`config.mk`:
```
export PLATFORM = sky130hd
export DESIGN_NAME = pc_sequencer
export DESIGN_NICKNAME = d
export VERILOG_FILES = /design/src/rtl/pc_sequencer.sv
export SDC_FILE = /design/constraint.sdc
export NUM_CORES = 1
export LEC_CHECK = 0
export ABC_AREA = 1
export BUFFER_PORTS_ARGS = -buffer_cell sky130_fd_sc_hd__buf_2
export CAP_MARGIN = 20
export CORE_ASPECT_RATIO = 0.6
export CORE_UTILIZATION = 57
export CTS_BUF_LIST = sky130_fd_sc_hd__clkbuf_8 sky130_fd_sc_hd__clkbuf_16
export CTS_CLUSTER_SIZE = 30
export DETAILED_ROUTE_END_ITERATION = 10
export GPL_TIMING_DRIVEN = 0
export PLACE_DENSITY = 0.88
export SLEW_MARGIN = 20
export SYNTH_ARGS = -nofsm -noshare
export SYNTH_HDL_FRONTEND = slang
export SYNTH_SLANG_ARGS = --single-unit
export TNS_END_PERCENT = 5
```
`constraint.sdc`:
```
create_clock -name axis_aclk -period 3.03 [get_ports axis_aclk]
set_input_delay 0.303 -clock axis_aclk [delete_from_list [all_inputs] [get_ports axis_aclk]]
set_output_delay 0.303 -clock axis_aclk [all_outputs]
set_load 0.01 [all_outputs]
```
`src/rtl/pc_sequencer.sv`:
```
// -----------------------------------------------------------------------------
// pc_sequencer
//
// Owns the CGRA program counter and decides, one instruction per cycle, what
// issues next. Scalar instructions step the PC. Taken branches load it from the
// branch immediate. Vector instructions hold the PC while an element loop runs.
// The loop is optionally gated by a stream-out handshake. After the loop the
// sequencer waits DRAIN_CYC cycles so the PE pipeline empties before the next
// issue.
//
// Build option:
//   PC_SEQ_PERF_EN  When defined, perf_retired and perf_stall are live
//                   counters. When undefined, both ports are tied to zero.
//
// Parameters:
//   PC_W       program counter / branch immediate width
//   VLEN_W     vector length and element index width
//   DRAIN_CYC  cycles between the last vector element and the next issue (>= 1)
//
// Ports:
//   axis_aclk         clock
//   axis_resetn       asynchronous active-low reset
//   start             one-cycle pulse; begins execution at start_pc (IDLE only)
//   abort             synchronous; returns to IDLE on the next cycle
//   start_pc, end_pc  program bounds, sampled on start
//   is_not_vect       decoded: current instruction is scalar
//   is_bne, flag_neq  branch-if-not-equal and its datapath flag
//   is_vstreamout     decoded: vector stream-out instruction
//   branch_immediate  absolute branch target
//   vect_len          element count of the current vector instruction
//   so_tready         stream-out sink ready
//   so_tvalid         stream-out beat valid
//   pc                current program counter
//   pc_valid          decode fields for pc are consumed this cycle
//   elem_idx          current vector element index
//   elem_valid        element elem_idx issued this cycle
//   busy              sequencer not in IDLE
//   done              one-cycle pulse at program end
//   perf_retired      retired-instruction count (saturating)
//   perf_stall        STREAM cycles spent waiting on so_tready
// -----------------------------------------------------------------------------
module pc_sequencer #(
    parameter int unsigned PC_W      = 12,
    parameter int unsigned VLEN_W    = 16,
    parameter int unsigned DRAIN_CYC = 8
) (
    input  logic              axis_aclk,
    input  logic              axis_resetn,
    input  logic              start,
    input  logic              abort,
    input  logic [PC_W-1:0]   start_pc,
    input  logic [PC_W-1:0]   end_pc,
    input  logic              is_not_vect,
    input  logic              is_bne,
    input  logic              flag_neq,
    input  logic              is_vstreamout,
    input  logic [PC_W-1:0]   branch_immediate,
    input  logic [VLEN_W-1:0] vect_len,
    input  logic              so_tready,
    output logic              so_tvalid,
    output logic [PC_W-1:0]   pc,
    output logic              pc_valid,
    output logic [VLEN_W-1:0] elem_idx,
    output logic              elem_valid,
    output logic              busy,
    output logic              done,
    output logic [31:0]       perf_retired,
    output logic [31:0]       perf_stall
);

    localparam int unsigned DCNT_W = (DRAIN_CYC > 1) ? $clog2(DRAIN_CYC) : 1;

    typedef enum logic [2:0] {
        IDLE,
        ISSUE,
        VECT,
        STREAM,
        DRAIN,
        DONE
    } state_t;

    state_t              state;
    logic [PC_W-1:0]     end_pc_q;
    logic [VLEN_W-1:0]   vlen_q;
    logic [DCNT_W-1:0]   drain_cnt;

    logic                at_end;
    logic                last_elem;
    logic                drain_last;
    logic                branch_taken;
    logic                zero_len_vect;
    logic                stream_hs;

    // -------------------------------------------------------------------------
    // Condition decode
    // -------------------------------------------------------------------------
    assign at_end        = (pc == end_pc_q);
    // vlen_q is never zero inside a loop, so the subtraction cannot underflow
    // where last_elem is used.
    assign last_elem     = (elem_idx == (vlen_q - VLEN_W'(1)));
    assign drain_last    = (drain_cnt == DCNT_W'(DRAIN_CYC - 1));
    assign branch_taken  = is_bne & flag_neq;
    assign zero_len_vect = ~is_not_vect & (vect_len == '0);
    assign stream_hs     = (state == STREAM) & so_tready;

    // -------------------------------------------------------------------------
    // Outputs are decoded from the state register. elem_valid in STREAM follows
    // so_tready because an element is consumed only on a handshake. so_tvalid
    // depends on state alone, so it cannot drop while the sink stalls.
    // -------------------------------------------------------------------------
    assign pc_valid   = (state == ISSUE);
    assign so_tvalid  = (state == STREAM);
    assign elem_valid = (state == VECT) | stream_hs;
    assign busy       = (state != IDLE);
    assign done       = (state == DONE);

    // -------------------------------------------------------------------------
    // Sequencer FSM
    // -------------------------------------------------------------------------
    // NOTE: state registers use non-blocking assignments only. This lets every
    // branch below read the pre-edge values of pc/elem_idx regardless of
    // statement order.
    always_ff @(posedge axis_aclk or negedge axis_resetn) begin
        // NOTE: every register is reset, including end_pc_q/vlen_q/drain_cnt.
        // These are a few flops, not a memory. Resetting them keeps the
        // post-reset state fully defined at negligible cost.
        if (!axis_resetn) begin
            state     <= IDLE;
            pc        <= '0;
            elem_idx  <= '0;
            end_pc_q  <= '0;
            vlen_q    <= '0;
            drain_cnt <= '0;
        end else if (abort) begin
            // pc deliberately holds its value so software can see where the
            // program was stopped.
            state <= IDLE;
        end else begin
            unique case (state)
                IDLE: begin
                    if (start) begin
                        pc       <= start_pc;
                        end_pc_q <= end_pc;
                        state    <= ISSUE;
                    end
                end

                ISSUE: begin
                    if (is_not_vect && branch_taken) begin
                        // A taken branch never ends the program, even at end_pc.
                        pc <= branch_immediate;
                    end else if (is_not_vect || zero_len_vect) begin
                        if (at_end) begin
                            state <= DONE;
                        end else begin
                            pc <= pc + PC_W'(1);
                        end
                    end else begin
                        // Capture the length now; decode may change later.
                        vlen_q    <= vect_len;
                        elem_idx  <= '0;
                        drain_cnt <= '0;
                        state     <= is_vstreamout ? STREAM : VECT;
                    end
                end

                VECT: begin
                    if (last_elem) begin
                        state <= DRAIN;
                    end else begin
                        elem_idx <= elem_idx + VLEN_W'(1);
                    end
                end

                STREAM: begin
                    if (so_tready) begin
                        if (last_elem) begin
                            state <= DRAIN;
                        end else begin
                            elem_idx <= elem_idx + VLEN_W'(1);
                        end
                    end
                end

                DRAIN: begin
                    if (drain_last) begin
                        if (at_end) begin
                            state <= DONE;
                        end else begin
                            pc    <= pc + PC_W'(1);
                            state <= ISSUE;
                        end
                    end else begin
                        drain_cnt <= drain_cnt + DCNT_W'(1);
                    end
                end

                DONE: begin
                    state <= IDLE;
                end

                default: begin
                    state <= IDLE;
                end
            endcase
        end
    end

    // -------------------------------------------------------------------------
    // Performance counters
    // -------------------------------------------------------------------------
`ifdef PC_SEQ_PERF_EN
    logic start_accept;
    logic retire_ev;
    logic stall_ev;

    assign start_accept = (state == IDLE) & start & ~abort;
    // An instruction retires when it leaves ISSUE as a scalar or zero-length
    // vector, including a taken branch. A real vector retires when its drain
    // completes.
    assign retire_ev    = ~abort &
                          (((state == ISSUE) & (is_not_vect | zero_len_vect)) |
                           ((state == DRAIN) & drain_last));
    assign stall_ev     = (state == STREAM) & ~so_tready;

    always_ff @(posedge axis_aclk or negedge axis_resetn) begin
        if (!axis_resetn) begin
            perf_retired <= '0;
            perf_stall   <= '0;
        end else if (start_accept) begin
            perf_retired <= '0;
            perf_stall   <= '0;
        end else begin
            if (retire_ev && (perf_retired != '1)) begin
                perf_retired <= perf_retired + 32'd1;
            end
            if (stall_ev && (perf_stall != '1)) begin
                perf_stall <= perf_stall + 32'd1;
            end
        end
    end
`else
    assign perf_retired = '0;
    assign perf_stall   = '0;
`endif

endmodule

```
==> run metrics <==
largest net degree at the start of global routing 39; IO buf count slightly above 90; total track usage approximately 30%; die footprint 9380 sq um; fin. max-slew vios 0; power density over cell area about 810 nW/um^2; clock sink count 62; 1st-iter DRT viols 578; top_reg_cell synth dfrtp_1; crit-path max FO 10; diode count 0; post-CTS setup buffer count 0; CTS HTree Levels 3; Post-CTS Resized 0; Syn Area/Cell around 7 sq um; HP Start vect_len[2]; Layout Nets 968; final setup vio count 0; clock skew roughly 5.7 ps; Vias per Instance between 5 and 6; Max-slew headroom between 60% and 70%; Clock Path Buffers 2; HP Class primary input to register; TritonRoute pass-1 iters 5; status completed; footprint of the multi-input gates about 3000 sq um; I/O pin count between 150 and 200; hold buffers post-CTS 1; Yosys reg bits between 60 and 70; CTS Buf Count 9; die span in x 124 um; Initial Util about three fifths; Peak VDD IR ~0.00052 V; core region area 8620 sq um; RSZ-0062 raised after global routing no; Storage cell area roughly 1600 sq um; CP Launch Type register; Filler Cell Count roughly 740; r2r endpoint elem_idx[11]; area grow syn2layout 22.9%; worst hold path endpoint vlen_q[2]; Routed WL ~14000 um; global-route wire length before repair 21800 um; Syn Std Cell Area roughly 5100 sq um; CTS tree done; GR Overflow Total 0; f_max roughly 420 MHz; Final Hold Fails 0; area share of the largest cell type after synthesis a little under a third; EDFF count, synth 0; drc violations 0; Post-synth top cells nand2_1 (199), nor2_1 (84), buf_4 (64), inv_1 (64), dfrtp_1 (62); Antenna Nets Post-Route 0; layout cell share with drive strength beyond 1 26.5%; post-route minimum period roughly 2400 ps; Synthesis Warnings 0; Clk Latency, worst-skew pair ~340 ps; Clock Root Buffer clkbuf_16; Leak Pwr between 3 and 4 nW; reg2reg path depth 14; post-synth cell types 42; antenna violations before repair 0; R2R Path Start vlen_q[0]; area leader, netlist dfrtp_1; flop2flop setup slack approximately 660 ps; number of global-route vias before repair between 4000 and 5000; Final Util about three quarters; Mapped Cells around 730; worst slew pin tran approximately 580 ps; clock-pin slew on the worst setup and hold paths 50 ps; Fin Setup TNS 0 ps; Detail Placement HPWL 11000 um; ys async rst share 100%; num rows 26; worst path arrival time 2590 ps; post-synthesis sequential area ratio between 30% and 40%; Hold Path Cell Cnt 3; routed len/inst around 14 um; top-count cell post-synth nand2_1; WS Path Type register to register; Worst setup EP type register; via count 5182; main area contributors after synthesis dfrtp_1 (30%), nand2_1 (15%), buf_4 (9.4%); Placer Congestion between 1 and 1.5; fin crit share 78.2%; Die Height 75.4 um; Required @ worst endpoint about 3300 ps; # Max-Cap Violations 0
==> worst max-delay path, cell delays in order, from the launching register on <==
cell and delay [ps]:
dfrtp_1 390, inv_1 170, ha_1 270, nand2_4 120, nor2_2 200, nand2_1 80
nand2_1 60, nand2_1 90, nor2_2 110, nand3_2 110, nor2_4 110, nand3_4 140
buf_2 230, nand4_1 90, nand2_1 60
==> sequential cells by signal (all words and copies together), names as in the netlist <==
name       cells
pc            12
vlen_q        16
state          3
elem_idx      16
end_pc_q      12
drain_cnt      3
==> how the worst max path moves through the flow <==
stage                    from            to  cells past startpoint
global route        vlen_q[0]  elem_idx[14]                     11
floorplan           vlen_q[0]  elem_idx[12]                     11
finish              vlen_q[0]  elem_idx[11]                     14
detailed placement  vlen_q[0]   elem_idx[6]                     14
CTS                 vlen_q[0]  elem_idx[11]                     11
global placement    vlen_q[0]  elem_idx[15]                     14
==> per-stage QoR <==
stage / hold WS, ps / setup slack [ps] / std cells / total power [mW] / cell area, sq um
after floorplan: 7.41 / 1080 / 796 / 3.28 / 5360
after global routing: 191 / 536 / 1019 / 5.45 / 6300
final: 190 / 662 / 1019 / 5.10 / 6300
after detailed placement: 226 / 738 / 1002 / 3.97 / 5990
after CTS: 189 / 709 / 1019 / 5.03 / 6300
after global placement: 476 / 796 / 1001 / 3.88 / 5970
==> cells by family after synthesis <==
family | count (synthesis) | share of synthesized area, %
flops | 62 | 30.3
mux | 12 | 2.64
buf+inv | 151 | 16.2
fa+ha+maj | 5 | 1.22
compound gates | 36 | 4.27
xor+xnor | 41 | 7.16
other cells | 1 | 0.0732
simple gates | 425 | 38.2
==> per-layer routing <==
metal  global-route usage [%]  part of all wire [%]  up-vias  routed length [um]
met1                     47.1                    48     2345                6770
met5                        0                     0        -                   0
met4                     8.03                  0.67        0                  95
li1                         -                     -     2546                   -
met2                     40.5                    40      282                5730
met3                     6.74                    11        9                1580
==> area by class of cell <==
type | instances | share of cell area [%]
Buffer | 79 | 8.86
Inverter | 72 | 4.29
Clock buffer | 9 | 3.58
Sequential cell | 62 | 24.6
Timing Repair Buffer | 95 | 7.91
Multi-Input combinational cell | 583 | 47.3
Tap cell | 112 | 2.22
Clock inverter | 7 | 1.19
==> cell usage in the layout (no fill, tap or decap), types with 3 or more instances in the layout <==
cell type | netlist | final
a21oi_1 | 8 | 8
a22o_1 | 4 | 4
buf_2 | 3 | 95
buf_4 | 64 | 65
clkbuf_1 | 8 | 8
clkbuf_16 | 0 | 9
clkinvlp_4 | 0 | 3
conb_1 | 1 | 64
dfrtp_1 | 62 | 62
ha_1 | 5 | 5
inv_1 | 64 | 64
inv_2 | 6 | 6
mux2_2 | 12 | 12
nand2_1 | 199 | 199
nand2_2 | 12 | 12
nand2_4 | 3 | 3
nand3_1 | 58 | 58
nand4_1 | 28 | 28
nor2_1 | 84 | 84
nor2_2 | 12 | 12
nor2_4 | 3 | 3
nor3_1 | 10 | 10
nor4_1 | 3 | 3
o21ai_0 | 16 | 16
or2_2 | 3 | 3
xnor2_1 | 20 | 20
xor2_1 | 20 | 20
==> where the power goes <==
part | internal (mW) | switching [mW] | leakage, nW
combinational | 0.957 | 1.52 | 2.48
clock | 0.637 | 0.405 | 0.138
sequential | 1.13 | 0.446 | 0.780
total | 2.72 | 2.37 | 3.39
Power figures use the tool's default switching activity.
